<file path="src/rtl/ysyx_23060096_wbu.sv">
// Writeback unit: arbitrates EXU/LSU results into one registered register-file write per cycle
// and tracks per-register pending writes. Optional bypass hit outputs: YSYX_23060096_WBU_BYPASS_EN.
module ysyx_23060096_wbu #(
    parameter int unsigned ADDR_WIDTH   = 5,
    parameter int unsigned DATA_WIDTH   = 32,
    parameter int unsigned STARVE_LIMIT = 4
) (
    input  logic                  clk,
    input  logic                  rstn,
    input  logic                  exu_valid,
    output logic                  exu_ready,
    input  logic [ADDR_WIDTH-1:0] exu_rd,
    input  logic [DATA_WIDTH-1:0] exu_data,
    input  logic                  lsu_valid,
    output logic                  lsu_ready,
    input  logic [ADDR_WIDTH-1:0] lsu_rd,
    input  logic [DATA_WIDTH-1:0] lsu_data,
    input  logic                  issue_valid,
    input  logic [ADDR_WIDTH-1:0] issue_rd,
    input  logic [ADDR_WIDTH-1:0] Ra,
    input  logic [ADDR_WIDTH-1:0] Rb,
    output logic                  busy_a,
    output logic                  busy_b,
    output logic                  hit_a,
    output logic                  hit_b,
    output logic                  w_en,
    output logic [ADDR_WIDTH-1:0] waddr,
    output logic [DATA_WIDTH-1:0] wdata,
    output logic [31:0]           wb_count
);

    localparam int unsigned NREG  = 1 << ADDR_WIDTH;
    localparam int unsigned CNT_W = 4;
    localparam logic [CNT_W-1:0] LIMIT = CNT_W'(STARVE_LIMIT);

    logic [CNT_W-1:0]      starve_cnt_q, starve_cnt_d;
    logic                  w_en_q, w_en_d;
    logic [ADDR_WIDTH-1:0] waddr_q, waddr_d;
    logic [DATA_WIDTH-1:0] wdata_q, wdata_d;
    logic [31:0]           wb_count_q, wb_count_d;
    logic [NREG-1:0]       busy_q, busy_d;

    logic                  force_exu_c;
    logic                  lsu_hs_c, exu_hs_c, acc_c;
    logic [ADDR_WIDTH-1:0] acc_rd_c;
    logic [DATA_WIDTH-1:0] acc_data_c;

    // Arbitration: LSU first unless EXU has been held off STARVE_LIMIT cycles in a row
    always_comb begin
        force_exu_c = (starve_cnt_q == LIMIT);
        exu_ready   = !lsu_valid || force_exu_c;
        lsu_ready   = !(force_exu_c && exu_valid);
        lsu_hs_c    = lsu_valid && lsu_ready;
        exu_hs_c    = exu_valid && exu_ready;
        acc_c       = lsu_hs_c || exu_hs_c;
        acc_rd_c    = lsu_hs_c ? lsu_rd : exu_rd;
        acc_data_c  = lsu_hs_c ? lsu_data : exu_data;
    end

    // Next-state for starvation counter, write stage, counter and scoreboard
    always_comb begin
        starve_cnt_d = starve_cnt_q;
        w_en_d       = 1'b0;
        waddr_d      = waddr_q;
        wdata_d      = wdata_q;
        wb_count_d   = wb_count_q;
        busy_d       = busy_q;

        if (!exu_valid || exu_hs_c) begin
            starve_cnt_d = '0;
        end else if (starve_cnt_q != LIMIT) begin
            starve_cnt_d = starve_cnt_q + CNT_W'(1);
        end

        if (acc_c) begin
            w_en_d  = (acc_rd_c != '0);
            waddr_d = acc_rd_c;
            wdata_d = acc_data_c;
        end

        if (w_en_q) begin
            wb_count_d      = wb_count_q + 32'd1;
            busy_d[waddr_q] = 1'b0;
        end
        // Applied after the clear so a same-edge issue keeps the register busy
        if (issue_valid && (issue_rd != '0)) begin
            busy_d[issue_rd] = 1'b1;
        end
        busy_d[0] = 1'b0;
    end

    always_ff @(posedge clk) begin
        if (!rstn) begin
            starve_cnt_q <= '0;
            w_en_q       <= 1'b0;
            waddr_q      <= '0;
            wdata_q      <= '0;
            wb_count_q   <= '0;
            busy_q       <= '0;
        end else begin
            starve_cnt_q <= starve_cnt_d;
            w_en_q       <= w_en_d;
            waddr_q      <= waddr_d;
            wdata_q      <= wdata_d;
            wb_count_q   <= wb_count_d;
            busy_q       <= busy_d;
        end
    end

    assign w_en     = w_en_q;
    assign waddr    = waddr_q;
    assign wdata    = wdata_q;
    assign wb_count = wb_count_q;

`ifdef YSYX_23060096_WBU_BYPASS_EN
    // A register written this cycle is readable from wdata, so it no longer stalls IDU
    always_comb begin
        hit_a  = w_en_q && (waddr_q == Ra) && (Ra != '0);
        hit_b  = w_en_q && (waddr_q == Rb) && (Rb != '0);
        busy_a = busy_q[Ra] && !hit_a;
        busy_b = busy_q[Rb] && !hit_b;
    end
`else
    always_comb begin
        hit_a  = 1'b0;
        hit_b  = 1'b0;
        busy_a = busy_q[Ra];
        busy_b = busy_q[Rb];
    end
`endif

endmodule

</file>
<file path="config.mk">
export PLATFORM = sky130hd
export DESIGN_NAME = ysyx_23060096_wbu
export DESIGN_NICKNAME = d
export VERILOG_FILES = /design/src/rtl/ysyx_23060096_wbu.sv
export SDC_FILE = /design/constraint.sdc
export NUM_CORES = 1
export LEC_CHECK = 0
export ABC_AREA = 1
export ABC_CLOCK_PERIOD_IN_PS = 1400
export BUFFER_PORTS_ARGS = -buffer_cell sky130_fd_sc_hd__clkbuf_2
export CORE_ASPECT_RATIO = 0.75
export CORE_UTILIZATION = 40
export DETAILED_ROUTE_END_ITERATION = 12
export HOLD_SLACK_MARGIN = 0.15
export PLACE_DENSITY = 0.67
export RECOVER_POWER = 25
export SKIP_LAST_GASP = 1
export SYNTH_ARGS = -nofsm -noshare
export SYNTH_HDL_FRONTEND = slang
export SYNTH_SLANG_ARGS = --single-unit
</file>
<file path="constraint.sdc">
create_clock -name clk -period 1.4 [get_ports clk]
set_clock_uncertainty 0.05 [all_clocks]
set_input_delay 0.14 -clock clk [delete_from_list [all_inputs] [get_ports clk]]
set_output_delay 0.14 -clock clk [all_outputs]
set_load 0.01 [all_outputs]
</file>
==> metrics list, run 1 <==
* Result of the run: finished with violations
* Failing checks: negative setup slack
* Cell area after synthesis: 5520 sq um
- Of the synthesized area, sequential elements account for 38.1%.
- After the last flow step, the layout net total stands at 1244.
- Dominant cells by area after synthesis: sky130_fd_sc_hd__dfxtp_1 38%, sky130_fd_sc_hd__nand2_1 13%, sky130_fd_sc_hd__nand3_1 9.5%
- Share of the synthesized area in the top cell type: 38.1%
* Power per cell area: 779 nW/um^2
* Number of buffers between clock root and the deepest sink: 2
- Clock tree synthesis found a total of 105 sinks.
- CP max FO: 6
- Detailed placement ended at an HPWL of 12800 microns.
* Number of antenna violations at the first check in global routing: 1
- Cell accounting for the most synthesized area: sky130_fd_sc_hd__dfxtp_1
* Relative area change from synthesis to final layout: 65.4%
- After detailed routing, the number of remaining DRC violations is 0.
- Final Critical Period: 1.54 ns
- Effective utilization at floorplan: 41.7%
* Starting DRC count in detailed routing: 542
- Post-detailed-route wirelength per cell: 16.7 microns
- Final worst path period share: 110%
- Clock latency of the later-clocked register in the worst-skew pair: 0.35 ns
- Min-delay worst type: in -> reg
- After detailed routing, the number of vias per cell comes to 5.38.
- Number of port buffers: 167
- Based on the critical path, the design can be clocked at up to 0.651 GHz.
* GR Layer Usage met1: 36.4%
- Clock-pin slew on the worst setup and hold paths: 0.08 ns
- Met2 track utilization from global routing: 42.9%
* Worst ir drop on vdd: 628 uV
- Wire length of the first global-routing pass: 30800 microns
* Die X-Extent: 138 microns
- Leakage: 3.84 nW
- Startpoint type of the worst setup path: register
- After floorplanning, the core was divided into 36 placement rows.
- Main combinational cell family by area after synthesis: simple AND/OR/NAND/NOR gates
- Xor and xnor fraction of the mapped netlist area: 0.952%
- Mean cell area of the mapped netlist: 6.69 sq um
- Data on the critical path is required at its endpoint by 1.59 ns.
- Final cell area excluding filler cells: 9140 sq um
- The tool flagged a number of max-cap violations equal to 0.
* Simple-Gate Fraction of Synth Area: 35.7%
* Setup violators final: 52
- Max-slew violation count: 0
* Root buffer cell: sky130_fd_sc_hd__clkbuf_16
- Unrepaired setup endpoints after global routing: yes
- STA classifies the critical path endpoint as a register.
- Measured against the total synthesized area, the mux share comes to 0%.
- After detailed routing, the total wire length is 22100 microns.
- Once layout is complete, the utilization of the core stands at 69.0%.
- At the worst endpoint, the arrival time is 1.72 ns.
* Layout cells sized above 1: 39.8%
- Number of global-route vias before repair: 6400
- The synthesized netlist devotes 0.680% of its cell area to adder and majority cells.
* Most common cell after layout, fill and taps aside: sky130_fd_sc_hd__nand2_1
- During synthesis, Yosys emitted a total of 0 warnings.
- Top-level I/O count: 170
- The global routing stage identified its most utilized layer as met2.
* Total number of H-tree levels: 3
- Synthesis inferred 105 register bits.
* Pre-Repair DR Iteration Count: 7
* Grt ovf: 0
- CTS tree: done
* Summed negative setup slack over all endpoints: -2.77 ns
* Number of nets with antenna violations after routing: 0
- Vias: 7124
- Floorplan die height: 104 microns
* Critical path class: reg -> reg
- The top cell types in the final layout, fill and taps aside, are 161 x sky130_fd_sc_hd__nand2_1, 135 x sky130_fd_sc_hd__clkbuf_2, 92 x sky130_fd_sc_hd__nand3_1.
- The congestion estimate from routability-driven global placement came to 0.890.
- Entering global routing, the biggest net connects 46 pins.
- Full die area: 14300 sq um
- For met3 alone, demand over resource in global routing was 5.58%.
- Aggregate global-route resource usage: 27.1%
* Final setup margin: -0.135 ns
- The synthesized netlist devotes 16.3% of its cell area to compound gates.
- Cells after Synth: 826
- CORE AREA: 13200 sq um
* CTS Buf Count: 9
- Counting distinct cell types in the post-synthesis netlist gives 40.
- After detailed placement, the total cell area comes to 7100 sq um.
* Hold Fails Final Rpt: 0
==> cells by family (layout without fill, tap and decap cells) <==
logic type	after synthesis	after routing
compound gates	171	171
buf+inv	103	428
other cells	1	3
flops	105	105
xor+xnor	6	6
simple gates	437	437
fa+ha+maj	3	3
==> worst paths after layout <==
path,cells past startpoint,slack (ns),from,end
min,5,0.21,issue_rd[0],busy_q[14]$_SDFF_PN0_
max,11,-0.14,starve_cnt_q[1]$_SDFFE_PP0P_,w_en$_SDFF_PN0_
max reg2reg,11,-0.14,starve_cnt_q[1]$_SDFFE_PP0P_,w_en$_SDFF_PN0_
min reg2reg,2,0.43,wdata[8]$_SDFFE_PN0N_,wdata[8]$_SDFFE_PN0N_
==> report_power, final <==
part | total (mW) | leakage, nW | switching, mW | internal (mW)
combinational | 1.43 | 2.81 | 0.776 | 0.656
sequential | 3.18 | 0.882 | 0.0949 | 3.09
clock | 2.50 | 0.144 | 1.22 | 1.28
==> flip-flops by register name, indices dropped and copies added (netlist names) <==
name	count
busy_q	31
starve_cnt_q	4
w_en	1
waddr	5
wb_count	32
wdata	32
==> per-layer routing <==
layer / part of all wire, % / wire length [microns]
met5: 0 / 0
met4: 3.4 / 760
met3: 7.2 / 1590
met2: 48 / 10500
met1: 42 / 9230
==> Yosys cell counts, drive strengths merged <==
| master | count |
|---|---|
| nand2 | 192 |
| nand3 | 109 |
| o21ai | 109 |
| dfxtp | 105 |
| nor2 | 100 |
| inv | 68 |
| a21oi | 47 |
| buf | 22 |
| nor3 | 19 |
| clkbuf | 13 |
| nand4 | 11 |
| o211ai | 7 |
| o21a | 4 |
| o21bai | 4 |
| xor2 | 4 |
| ha | 3 |
| and2 | 2 |
| xnor2 | 2 |
| conb | 1 |
| nand3b | 1 |
| nor3b | 1 |
| nor4 | 1 |
| or2 | 1 |
==> area by class of cell <==
| cell class | instances | area, sq um |
|---|---|---|
| Inverter | 68 | 267 |
| Sequential cell | 105 | 2180 |
| Fill cell | 1043 | 4110 |
| Tap cell | 171 | 214 |
| Multi-Input combinational cell | 619 | 3610 |
| Antenna cell | 1 | 2.50 |
| Timing Repair Buffer | 344 | 2570 |
| Clock inverter | 6 | 48.8 |
| Clock buffer | 10 | 239 |
==> repair_timing <==
item	in CTS	in global routing
gates resized for setup	64	199
setup endpoints to repair	41	79
setup buffers	1	10
hold buffers	80	0
gates cloned	0	6
pin swaps	38	54
hold endpoints to repair	51	0
==> stage by stage <==
stage               instances  power, mW  hold slack, ns  setup WS, ns
global route             1324       7.36           0.228        -0.226
CTS                      1307       6.88           0.174        -0.113
floorplan                 827       3.74           0.251       0.00665
global placement         1210       4.23           0.341       -0.0293
finish                   1324       7.12           0.215        -0.135
detailed placement       1210       4.23           0.343       -0.0803
==> critical path, stage by stage, from the launching register on <==
cell and delay, ns:
sky130_fd_sc_hd__dfxtp_2 0.34, sky130_fd_sc_hd__inv_2 0.04, sky130_fd_sc_hd__ha_4 0.17, sky130_fd_sc_hd__nand4_4 0.14, sky130_fd_sc_hd__nand2_8 0.09, sky130_fd_sc_hd__buf_12 0.16, sky130_fd_sc_hd__nand2_4 0.05, sky130_fd_sc_hd__nand2_2 0.07
sky130_fd_sc_hd__nor2_1 0.14, sky130_fd_sc_hd__nand2_1 0.06, sky130_fd_sc_hd__nand2_1 0.05, sky130_fd_sc_hd__nand2_1 0.05
(Power assumes the default switching activity.)
==> run 2, diff against run 1 <==
--- a/config.mk
+++ b/config.mk
@@ -5,14 +5,13 @@
 export SDC_FILE = /design/constraint.sdc
 export NUM_CORES = 1
 export LEC_CHECK = 0
-export ABC_AREA = 1
 export ABC_CLOCK_PERIOD_IN_PS = 1400
 export BUFFER_PORTS_ARGS = -buffer_cell sky130_fd_sc_hd__clkbuf_2
 export CORE_ASPECT_RATIO = 0.75
 export CORE_UTILIZATION = 40
 export DETAILED_ROUTE_END_ITERATION = 12
 export HOLD_SLACK_MARGIN = 0.15
-export PLACE_DENSITY = 0.67
+export PLACE_DENSITY = 0.68
 export RECOVER_POWER = 25
 export SKIP_LAST_GASP = 1
 export SYNTH_ARGS = -nofsm -noshare
==> metrics list, run 2 <==
* Result of the run: finished with violations
- The final reports fail on negative setup slack.
* Clock latency of the later-clocked register in the worst-skew pair: 0.35 ns
- Net Sw Frac: 26.1%
- Entering global routing, the biggest net connects 56 pins.
- The number of failing hold endpoints at the final stage is 0.
- Max_slew headroom: 65.7%
- The share of total power dissipated in the clock network is 38.2%.
- Clock-pin slew on the worst setup and hold paths: 0.07 ns
- Grt ovf: 0
- Detailed Route WL: 20000 microns
- Simple-Gate Fraction of Synth Area: 20.6%
* Number of enable flip-flop cells after synthesis: 0
- By area, the combinational part of the netlist is dominated by simple AND/OR/NAND/NOR gates.
* CP max FO: 7
* Effective utilization at floorplan: 41.3%
* Endpoint class of the critical path: register
* Vias per cell: 5.60
- In this run, CTS created clock tree buffers numbering 9.
- Of all cell types, the one taking the most synthesized area is sky130_fd_sc_hd__dfxtp_1.
* Post-synth ARST share: 0%
* Distinct cell type count of the synthesized netlist: 41
- Cells fill 68.5% of the core in the end.
- After detailed placement, the total cell area comes to 6650 sq um.
* Die X-Extent: 132 microns
- Routability cong.: 0.843
- Internal power contribution: 5.29 mW
- The top cell type by area accounts for 41.4% of the synthesized area.
- Combinational group share of total power: 17.5%
- Multiplexer cells account for 14.3% of the synthesized area.
- Before CTS, the worst setup slack after placement is -0.519 ns.
- Worst ir drop on vdd: 669 uV
- For this run, global-route usage on met2 was measured as 51.6%.
- Adding up every negative setup slack in the final design gives -15.84 ns.
- Net Sw Power: 1.86 mW
- Most common cell after layout, fill and taps aside: sky130_fd_sc_hd__clkbuf_2
* Power Total: 7.15 mW
- Starting DRC count in detailed routing: 426
- Setup slack on the worst reg-to-reg path comes out at -0.49 ns.
- GR Layer Usage met1: 34.9%
* Number of global-route vias before repair: 6016
- Max-slew violation count: 0
- Once detailed placement completed, the half-perimeter wirelength came to 11700 microns.
- CTS sink count: 105
* Synth Area in Compound Gates: 16.8%
- Summing the areas of all fa, ha and maj instances in the mapped netlist gives 0.739% of the synthesized area.
- The tool flagged a number of max-cap violations equal to 0.
- Setup repair after global routing could not meet its margin everywhere.
- Once layout is done, the placed cells without fillers occupy 8430 sq um.
* Final setup margin: -0.493 ns
- Hold depth: 3
* Wire length of the first global-routing pass: 30400 microns
* Fin cells: 1078
- Part of the total power dissipated in sequential elements: 44.3%
* Pre-Repair DR Iteration Count: 5
* Sequential cell area fraction in the yosys report: 41.4%
- The H-tree was split into 3 levels.
- The cell area that synthesis handed to floorplanning was 5080 sq um.
* Number of port buffers: 167
- Aggregate global-route resource usage: 29.3%
- Counting flops and latches in the post-synthesis netlist gives 105.
- STA classifies the critical path startpoint as a register.
* Met3 Resource Use GR: 6.63%
- The die covers 13200 sq um.
- Cells after Synth: 595
* Power per cell area: 848 nW/um^2
- Most congested layer reported by global routing: met2
* Min-delay worst type: in -> reg
- Critical Path RT: 1.64 ns
* Critical path class: reg -> reg
- The most common cell in the synthesized netlist is sky130_fd_sc_hd__dfxtp_1.
* Floorplan die height: 99.6 microns
- For this run, the leading register cell type out of synthesis is sky130_fd_sc_hd__dfxtp_1.
- CTS tree: done
- Antenna diode count: 0
* Number of remaining DRC errors: 0
- CORE AREA: 12300 sq um
- Hold_ws: 0.187 ns
- Layout cells sized above 1: 38.5%
- Number of buffers between clock root and the deepest sink: 2
- R2r worst-path depth: 5
- For this run, the number of Yosys warnings is 0.
- In the final routed layout, each cell accounts on average for 18.5 microns.
* Xor and xnor fraction of the mapped netlist area: 2.24%
- After the last flow step, the layout net total stands at 1004.
- Including well taps, the total number of placed cells is 961.
* Upper clock frequency limit: 0.528 GHz
* Top-level I/O count: 170
- Standard-cell rows: 35
- Mean cell area of the mapped netlist: 8.53 sq um
- Final Critical Period: 1.89 ns
- Vias: 6034
- Transition time at the pin with the least slew margin: 0.513 ns
* Commonest cells after routing, fill and taps aside: 140 x sky130_fd_sc_hd__clkbuf_2, 90 x sky130_fd_sc_hd__nand2_1, 86 x sky130_fd_sc_hd__dfxtp_1
* Data arrival time at the worst-slack endpoint: 2.13 ns
- Once detail routing completed, the nets flagged for antenna violations numbered 0.
- Setup violations remaining at the end of the flow were counted as 63.
* Commonest cells in the netlist: 105 x sky130_fd_sc_hd__dfxtp_1, 91 x sky130_fd_sc_hd__nand2_1, 76 x sky130_fd_sc_hd__o21ai_0
* Final worst path period share: 135%
* Number of antenna violations at the first check in global routing: 0
- The area growth from synthesis to layout is 66.1%.
- In this run the static leakage power is 3.49 nW.
- The tree is rooted in a sky130_fd_sc_hd__clkbuf_16.
- Dominant cells by area after synthesis: sky130_fd_sc_hd__dfxtp_1 41%, sky130_fd_sc_hd__mux2i_1 12%, sky130_fd_sc_hd__o21ai_0 7.5%
[run 2: power by group through the flow]
stage	Sequential [mW]	Combinational [mW]	Clock, mW
2_1_floorplan	3.26	0.412	0
3_3_place_gp	3.22	0.839	0
3_5_place_dp	3.23	0.863	0
4_1_cts	3.16	1.15	2.76
5_1_grt	3.18	1.33	2.87
6_report	3.17	1.25	2.73
[run 2: kinds of logic after synthesis]
kind of cell | after synthesis
buf+inv | 48
other cells | 1
simple gates | 207
xor+xnor | 13
compound gates | 153
flops | 105
mux | 65
fa+ha+maj | 3
[run 2: what timing repair did]
item | in CTS | in global routing
setup endpoints to repair | 71 | 96
hold endpoints to repair | 39 | 0
gates resized for setup | 44 | 79
pin swaps | 13 | 27
gates cloned | 4 | 0
setup buffers | 18 | 15
hold buffers | 75 | 0
[run 2: final timing paths]
path,start,to
max,wb_count[0]$_SDFFE_PN0P_,wb_count[14]$_SDFFE_PN0P_
max reg2reg,wb_count[0]$_SDFFE_PN0P_,wb_count[14]$_SDFFE_PN0P_
min,lsu_valid,starve_cnt_q[0]$_SDFFE_PP0P_
min reg2reg,wdata[24]$_SDFFE_PN0N_,wdata[24]$_SDFFE_PN0N_
[run 2: cell type report]
type | count | area, sq um
tap | 166 | 208
clock buffer | 10 | 229
sequential | 105 | 2140
inverter | 11 | 41.3
clock inverter | 6 | 88.8
fill | 924 | 3870
timing repair buffer | 336 | 2440
multi-input combinational | 444 | 3280
[run 2: critical path, stage by stage, from the launching register on]
cell and delay [ns]:
sky130_fd_sc_hd__dfxtp_4 0.38, sky130_fd_sc_hd__ha_4 0.13, sky130_fd_sc_hd__and3_4 0.20, sky130_fd_sc_hd__or4b_4 0.56, sky130_fd_sc_hd__or3_4 0.40, sky130_fd_sc_hd__a21oi_2 0.11
[run 2: per-layer routing]
| layer | part of all wire, % | routed length (microns) | up-vias |
|---|---|---|---|
| met5 | 0 | 0 | - |
| met4 | 3.4 | 679 | 0 |
| met3 | 8.2 | 1640 | 58 |
| met2 | 49 | 9690 | 317 |
| met1 | 40 | 7960 | 2871 |
| li1 | - | - | 2788 |
